<file path="config.mk">
export PLATFORM = sky130hd
export DESIGN_NAME = song_sequencer
export DESIGN_NICKNAME = d
export VERILOG_FILES = /design/src/rtl/piano_pkg.sv /design/src/rtl/note_timer.sv /design/src/rtl/song_sequencer.sv
export SDC_FILE = /design/constraint.sdc
export NUM_CORES = 1
export LEC_CHECK = 0
export BUFFER_PORTS_ARGS = -buffer_cell sky130_fd_sc_hd__buf_4
export CAP_MARGIN = 20
export CORE_ASPECT_RATIO = 1.75
export CORE_UTILIZATION = 44
export CTS_CLUSTER_SIZE = 8
export DETAILED_ROUTE_END_ITERATION = 6
export PLACE_DENSITY = 0.72
export SETUP_SLACK_MARGIN = 0.15
export SLEW_MARGIN = 15
export SYNTH_ARGS = -nofsm -noshare
export SYNTH_HDL_FRONTEND = slang
export SYNTH_HIERARCHICAL = 1
export SYNTH_SLANG_ARGS = --single-unit
</file>
<file path="constraint.sdc">
create_clock -name clk -period 10.6 [get_ports clk]
set_input_delay 0.53 -clock clk [delete_from_list [all_inputs] [get_ports clk]]
set_output_delay 0.53 -clock clk [all_outputs]
set_load 0.03 [all_outputs]
</file>
<file path="src/rtl/piano_pkg.sv">
// Shared definitions for the electric-piano playback path.
//   - note code constants (REST plus two octaves of scale notes)
//   - note-ROM entry layout: [7:3] note code, [2:0] length in beats minus one
//   - song sequencer state encoding
package piano_pkg;

  localparam int NOTE_W    = 5;
  localparam int LEN_W     = 3;
  localparam int SONG_W    = 4;
  localparam int NUM_SONGS = 16;

  // Note-ROM field positions
  localparam int NOTE_MSB = 7;
  localparam int NOTE_LSB = 3;
  localparam int LEN_MSB  = 2;
  localparam int LEN_LSB  = 0;

  localparam logic [7:0] END_MARKER = 8'h00;

  localparam logic [NOTE_W-1:0] NOTE_REST = 5'd0;
  localparam logic [NOTE_W-1:0] NOTE_DO   = 5'd1;
  localparam logic [NOTE_W-1:0] NOTE_RE   = 5'd2;
  localparam logic [NOTE_W-1:0] NOTE_MI   = 5'd3;
  localparam logic [NOTE_W-1:0] NOTE_FA   = 5'd4;
  localparam logic [NOTE_W-1:0] NOTE_SO   = 5'd5;
  localparam logic [NOTE_W-1:0] NOTE_LA   = 5'd6;
  localparam logic [NOTE_W-1:0] NOTE_SI   = 5'd7;
  localparam logic [NOTE_W-1:0] NOTE_DO_H = 5'd8;
  localparam logic [NOTE_W-1:0] NOTE_RE_H = 5'd9;
  localparam logic [NOTE_W-1:0] NOTE_MI_H = 5'd10;
  localparam logic [NOTE_W-1:0] NOTE_FA_H = 5'd11;
  localparam logic [NOTE_W-1:0] NOTE_SO_H = 5'd12;
  localparam logic [NOTE_W-1:0] NOTE_LA_H = 5'd13;
  localparam logic [NOTE_W-1:0] NOTE_SI_H = 5'd14;

  typedef enum logic [2:0] {
    S_IDLE,
    S_FETCH,
    S_WAIT,
    S_PLAY,
    S_GAP,
    S_DONE
  } seq_state_e;

  function automatic logic [NOTE_W-1:0] rom_note(input logic [7:0] entry);
    return entry[NOTE_MSB:NOTE_LSB];
  endfunction

  function automatic logic [LEN_W-1:0] rom_len(input logic [7:0] entry);
    return entry[LEN_MSB:LEN_LSB];
  endfunction

endpackage

</file>
<file path="src/rtl/note_timer.sv">
// Loadable down-counter used to time both note durations and inter-note gaps.
//   clk, rst_n  : clock, asynchronous active-low reset
//   load_i      : load load_val_i (takes priority over counting)
//   load_val_i  : number of counting cycles to time
//   count_i     : decrement enable
//   expire_o    : high during the last counting cycle of a loaded interval
module note_timer
  import piano_pkg::*;
#(
  parameter int CNT_W = 8
) (
  input  logic             clk,
  input  logic             rst_n,
  input  logic             load_i,
  input  logic [CNT_W-1:0] load_val_i,
  input  logic             count_i,
  output logic             expire_o
);

  logic [CNT_W-1:0] cnt_q;

  // NOTE: sequential state is updated only with non-blocking assignments so
  // every flop samples the pre-edge values of its neighbours.
  always_ff @(posedge clk or negedge rst_n) begin
    if (!rst_n) begin
      cnt_q <= '0;
    end else if (load_i) begin
      cnt_q <= load_val_i;
    end else if (count_i && (cnt_q != '0)) begin
      cnt_q <= cnt_q - CNT_W'(1);
    end
  end

  // Expiring on the value 1 lets a load of N produce exactly N counting cycles,
  // with the counter landing on 0 as the owner moves on.
  assign expire_o = count_i && (cnt_q == CNT_W'(1));

endmodule

</file>
<file path="src/rtl/song_sequencer.sv">
// Auto-mode playback controller: walks one of 16 songs in the note ROM,
// times each note and the silent gap after it, and muxes the result with the
// live manual key onto the tone generator input.
//   mode        : 0 = manual (note_out follows manual_note), 1 = auto
//   manual_note : note code of the held key, 0 = silence
//   song_start  : pulse, start (or restart) song song_sel
//   song_stop   : pulse, abort playback; wins over song_start
//   rom_addr    : {song, index} into the shared note ROM, registered
//   rom_data    : ROM entry, valid one cycle after rom_addr
//   note_out    : registered note code to the tone generator
//   playing     : song active (FETCH/WAIT/PLAY/GAP)
//   cur_song    : song currently or last played
//   song_done   : one-cycle pulse on natural end of song
module song_sequencer
  import piano_pkg::*;
#(
  parameter int CLK_HZ         = 12000000,
  parameter int BEAT_MS        = 125,
  parameter int TICKS_PER_BEAT = CLK_HZ / 1000 * BEAT_MS,
  parameter int GAP_TICKS      = TICKS_PER_BEAT / 8,
  parameter int IDX_W          = 6
) (
  input  logic                    clk,
  input  logic                    rst_n,
  input  logic                    mode,
  input  logic [NOTE_W-1:0]       manual_note,
  input  logic                    song_start,
  input  logic [SONG_W-1:0]       song_sel,
  input  logic                    song_stop,
  output logic [SONG_W+IDX_W-1:0] rom_addr,
  input  logic [7:0]              rom_data,
  output logic [NOTE_W-1:0]       note_out,
  output logic                    playing,
  output logic [SONG_W-1:0]       cur_song,
  output logic                    song_done
);

  localparam int CNT_W = $clog2(8 * TICKS_PER_BEAT + 1);

  seq_state_e              state_q, state_d;
  logic [SONG_W-1:0]       cur_song_q, cur_song_d;
  // One extra bit: it sets when the last slot has been played, which ends
  // the song instead of wrapping back to slot 0.
  logic [IDX_W:0]          index_q, index_d;
  logic [NOTE_W-1:0]       note_q, note_d;
  logic [SONG_W+IDX_W-1:0] rom_addr_q;
  logic [NOTE_W-1:0]       note_out_q;

  logic             tmr_load;
  logic [CNT_W-1:0] tmr_val;
  logic             tmr_count;
  logic             tmr_expire;
  logic             abort;

  note_timer #(.CNT_W(CNT_W)) u_timer (
    .clk        (clk),
    .rst_n      (rst_n),
    .load_i     (tmr_load),
    .load_val_i (tmr_val),
    .count_i    (tmr_count),
    .expire_o   (tmr_expire)
  );

  // Leaving auto mode while a song is active behaves exactly like song_stop.
  assign abort = song_stop || (!mode && (state_q != S_IDLE));

  // NOTE: every variable driven here gets a default first, so no path can
  // leave one unassigned and infer a latch.
  always_comb begin
    state_d    = state_q;
    cur_song_d = cur_song_q;
    index_d    = index_q;
    note_d     = note_q;
    tmr_load   = 1'b0;
    tmr_val    = '0;
    tmr_count  = 1'b0;

    if (abort) begin
      state_d = S_IDLE;
    end else if (song_start && mode) begin
      state_d    = S_FETCH;
      cur_song_d = song_sel;
      index_d    = '0;
    end else begin
      unique case (state_q)
        S_IDLE:  state_d = S_IDLE;
        S_FETCH: state_d = S_WAIT;
        S_WAIT: begin
          if (rom_data == END_MARKER) begin
            state_d = S_DONE;
          end else begin
            note_d   = rom_note(rom_data);
            tmr_load = 1'b1;
            tmr_val  = CNT_W'((int'(rom_len(rom_data)) + 1) * TICKS_PER_BEAT);
            state_d  = S_PLAY;
          end
        end
        S_PLAY: begin
          tmr_count = 1'b1;
          if (tmr_expire) begin
            index_d = index_q + (IDX_W+1)'(1);
            if (GAP_TICKS == 0) begin
              state_d = index_d[IDX_W] ? S_DONE : S_FETCH;
            end else begin
              tmr_load = 1'b1;
              tmr_val  = CNT_W'(GAP_TICKS);
              state_d  = S_GAP;
            end
          end
        end
        S_GAP: begin
          tmr_count = 1'b1;
          if (tmr_expire) begin
            state_d = index_q[IDX_W] ? S_DONE : S_FETCH;
          end
        end
        S_DONE:  state_d = S_IDLE;
        default: state_d = S_IDLE;
      endcase
    end
  end

  always_ff @(posedge clk or negedge rst_n) begin
    if (!rst_n) begin
      state_q    <= S_IDLE;
      cur_song_q <= '0;
      index_q    <= '0;
      note_q     <= NOTE_REST;
      rom_addr_q <= '0;
      note_out_q <= NOTE_REST;
    end else begin
      state_q    <= state_d;
      cur_song_q <= cur_song_d;
      index_q    <= index_d;
      note_q     <= note_d;
      if (state_q == S_FETCH) begin
        rom_addr_q <= {cur_song_q, index_q[IDX_W-1:0]};
      end
      // The sequencer note is gated off as soon as a stop or restart is seen
      // so the tone generator never hears a stale note for an extra cycle.
      if (!mode) begin
        note_out_q <= manual_note;
      end else if ((state_q == S_PLAY) && !song_stop && !song_start) begin
        note_out_q <= note_q;
      end else begin
        note_out_q <= NOTE_REST;
      end
    end
  end

  assign rom_addr  = rom_addr_q;
  assign note_out  = note_out_q;
  assign cur_song  = cur_song_q;
  assign playing   = (state_q == S_FETCH) || (state_q == S_WAIT) ||
                     (state_q == S_PLAY)  || (state_q == S_GAP);
  assign song_done = (state_q == S_DONE);

endmodule

</file>
==> summary.txt <==
Synth warnings = 6
standard cell core area = 9410 um^2
CTS tree = yes
ranking of synthesized cells by area = sky130_fd_sc_hd__dfrtp_1 34%, sky130_fd_sc_hd__ha_1 8.0%, sky130_fd_sc_hd__mux2_2 6.6%, sky130_fd_sc_hd__o21ai_0 4.8%, sky130_fd_sc_hd__xor2_1 4.3%
via count of the first global-routing pass = 3713
source-to-sink clock delay at the later pin of the worst-skew pair = 330 ps
Final GP Congestion = 0.916
met2 track demand over resource in global routing = 0.427
most frequent cells in the layout = 58 x sky130_fd_sc_hd__dfrtp_1, 45 x sky130_fd_sc_hd__nand2_1, 44 x sky130_fd_sc_hd__buf_4
fraction of the mapped netlist area in simple logic gates = 0.234
fraction of registers with async set/reset = 1.00
wire length of the first global-routing pass = 17700 um
setup repair after global routing missed its margin = false
beginning of the worst register-to-register path = state_q[0]$_DFFE_PN0P_
buffer levels on the longest clock path = 2
max-slew headroom at the worst pin = 0.464
Rows = 47
diodes inserted = 0
proportion of netlist area held by the largest area contributor = 0.342
Clock power frac = 0.308
met3 Track Usage GR = 0.0318
antenna violations before repair = 0
peak ir drop on the vdd network = 0.000116 V
DR DRC count = 0
max capacitance violation total = 0
total I/O pin count = 43
final hold violation count = 0
die area = 10000 um^2
path class of the lowest-slack min-delay path = in -> async
number of nets in the finished design = 555
most frequent standard cell in the layout excluding fill and tap cells = sky130_fd_sc_hd__dfrtp_1
number of setup violations in the final report = 0
Setup crit start = state_q[0]$_DFFE_PN0P_
final worst path period share = 0.417
total length of routed wires = 10700 um
starting utilization of the core area = 0.451
worst path required time = 10810 ps
number of vias in the routed layout = 3664
number of gates given a new drive strength after cts = 0
Worst Reg-to-Reg Cells = 13
path type of the worst setup path = reg -> reg
top achievable clock speed = 0.226 GHz
largest clock skew in the final design = 7.11 ps
number of slew-limit violations in the final report = 0
TritonRoute pass-1 iters = 4
end point of the critical path = u_timer/cnt_q[21]$_DFFE_PN0P_
cts bufs inserted = 9
shortest period the worst path allows = 4420 ps
CTS Sinks = 58
Synth cell types = 66
GR Overflow Total = 0
compound-cell area share of the yosys netlist = 0.148
met1 Usage GRT = 0.224
area of all placed cells without fillers = 4970 um^2
input/output buffers = 42
Hold Buf Count CTS = 0
hpwl dp = 8270 um
status = complete, no violations
number of nets with antenna violations after detailed routing = 0
xor and xnor fraction of the mapped netlist area = 0.0785
Main synth FF type = sky130_fd_sc_hd__dfrtp_1
Detailed Route Iter0 Violations = 144
P per Cell Area = 204 nW/um^2
# Post-CTS Setup Buffers = 0
Fin Setup TNS = 0 ps
Die Y = 132 um
Synth Instances = 465
Post-Synth Adder-Cell Area = 0.0891
post-place instance area = 4640 um^2
sequential share of power = 0.324
Layout Area Growth over Synthesis = 17.2%
CTS clk-pin slew, worst paths = 50 ps
sort of element at the end of the critical path = flop
Critical Path Source Type = flop
maximum number of pins on one net before global-route repair = 59
worst-case register-to-register setup slack = 6180 ps
multiplexer fraction of the synthesized cell area = 0.0711
WL/cell = 17.0 um
CP Max Fanout = 37
Switching Share = 0.354
worst slack on hold paths = 257 ps
sequential element share of the synthesized area = 0.342
most area-hungry cell type in the Yosys netlist = sky130_fd_sc_hd__dfrtp_1
data arrival time of the worst path = 4630 ps
RR Endpoint = u_timer/cnt_q[21]$_DFFE_PN0P_
internal power = 0.655 mW
power dissipated by switching net loads = 0.359 mW
combinational family with the most area after synthesis = simple AND/OR/NAND/NOR gates
overall die width = 76.2 um
post-synthesis area per instance = 9.12 um^2
ratio of cells with drive above 1 in the final layout = 0.199
layer with the highest usage = met2
count of H-tree levels built during CTS = 3
Synth Cell Area = 4240 um^2
clock root buffer = sky130_fd_sc_hd__clkbuf_16
part of the power in combinational logic = 0.368
transition time of the tightest slew-check pin = 799 ps
total of fill cells in the finished design = 877
GRT Util Overall = 0.224
vias per std cell = 5.82
Leakage = 2.23 nW
number of flops mapped to enable cells by yosys = 0
number of flip-flops and latches in the synthesized netlist = 58
-- cells by family (layout without fill, tap and decap cells) --
family	after synthesis	count (layout)
buffers and inverters	35	76
muxes	27	27
xor gates and xnor gates	38	38
other	1	3
and+or+nand+nor	179	179
DFF	58	58
adders and majority gates	29	29
AOI/OAI and AO/OA	98	98
-- per-layer routing --
metal,share of wire,vias to the layer above
met4,0.051,0
met1,0.36,1804
li1,-,1754
met3,0.024,32
met5,0,-
met2,0.57,74
-- worst min path at each step --
stage / endpoint / depth (start not counted) / startpoint
2_1_floorplan: cur_song[0]$_DFFE_PN0P_ / 0 / rst_n
5_1_grt: u_timer/cnt_q[10]$_DFFE_PN0P_ / 1 / rst_n
4_1_cts: u_timer/cnt_q[21]$_DFFE_PN0P_ / 1 / rst_n
6_report: u_timer/cnt_q[10]$_DFFE_PN0P_ / 1 / rst_n
3_3_place_gp: note_out[0]$_DFF_PN0_ / 2 / note_q[0]$_DFFE_PN0P_
3_5_place_dp: note_out[0]$_DFF_PN0_ / 2 / note_q[0]$_DFFE_PN0P_
-- power by group through the flow --
| stage | Combinational (mW) | Clock [mW] | Sequential [mW] |
|---|---|---|---|
| 2_1_floorplan | 0.261 | 0 | 0.336 |
| 3_3_place_gp | 0.361 | 0 | 0.327 |
| 3_5_place_dp | 0.369 | 0 | 0.331 |
| 5_1_grt | 0.403 | 0.328 | 0.335 |
| 4_1_cts | 0.372 | 0.318 | 0.328 |
| 6_report | 0.374 | 0.312 | 0.328 |
-- critical path, stage by stage (launching register included) --
cell and delay, ps:
sky130_fd_sc_hd__dfrtp_1 520, sky130_fd_sc_hd__or4_4 620, sky130_fd_sc_hd__a21o_1 220, sky130_fd_sc_hd__a21oi_1 340, sky130_fd_sc_hd__nand3b_1 130, sky130_fd_sc_hd__nor4_1 610
sky130_fd_sc_hd__nand3_1 260, sky130_fd_sc_hd__or2_4 350, sky130_fd_sc_hd__nand2_1 90, sky130_fd_sc_hd__buf_4 350, sky130_fd_sc_hd__inv_1 290, sky130_fd_sc_hd__nand2_1 160
sky130_fd_sc_hd__nor2_1 50, sky130_fd_sc_hd__a311o_1 310
-- layout make-up --
| cell class | instances | area (um^2) | share of cell area |
|---|---|---|---|
| flip-flops and latches | 58 | 1450 | 0.292 |
| well taps | 122 | 153 | 0.0307 |
| clock buffers | 11 | 253 | 0.0509 |
| inverters | 17 | 63.8 | 0.0128 |
| multi-input cells | 374 | 2640 | 0.532 |
| clock inverters | 4 | 75.1 | 0.0151 |
| repair buffers | 44 | 330 | 0.0665 |
-- synthesized netlist by cell type (5+ instances only) --
| cell | n |
|---|---|
| sky130_fd_sc_hd__a21oi_1 | 14 |
| sky130_fd_sc_hd__and2_1 | 8 |
| sky130_fd_sc_hd__and3_1 | 5 |
| sky130_fd_sc_hd__clkbuf_1 | 11 |
| sky130_fd_sc_hd__dfrtp_1 | 58 |
| sky130_fd_sc_hd__ha_1 | 27 |
| sky130_fd_sc_hd__inv_1 | 16 |
| sky130_fd_sc_hd__mux2_2 | 25 |
| sky130_fd_sc_hd__nand2_1 | 45 |
| sky130_fd_sc_hd__nand2b_1 | 7 |
| sky130_fd_sc_hd__nand3_1 | 15 |
| sky130_fd_sc_hd__nand4_1 | 6 |
| sky130_fd_sc_hd__nor2_1 | 31 |
| sky130_fd_sc_hd__nor2b_1 | 6 |
| sky130_fd_sc_hd__nor3_1 | 11 |
| sky130_fd_sc_hd__nor3b_1 | 5 |
| sky130_fd_sc_hd__nor4_1 | 8 |
| sky130_fd_sc_hd__o211ai_1 | 6 |
| sky130_fd_sc_hd__o21ai_0 | 41 |
| sky130_fd_sc_hd__or2_2 | 5 |
| sky130_fd_sc_hd__xnor2_1 | 17 |
| sky130_fd_sc_hd__xor2_1 | 21 |
-- registers in the layout, summed over array words and instances (netlist names) --
signal,flops
state_q,3
note_out,5
cur_song,4
rom_addr,10
note_q,5
u_timer/cnt_q,24
index_q,7
-- through the flow --
stage	utilization	setup slack, ps	instances	power (mW)
after global routing	0.528	5770	630	1.07
after global placement	0.493	6310	615	0.688
after floorplan	-	6740	467	0.597
final	0.528	6180	630	1.01
after detailed placement	0.493	6210	615	0.701
after CTS	0.528	6210	630	1.02
Power figures use the tool's default switching activity.
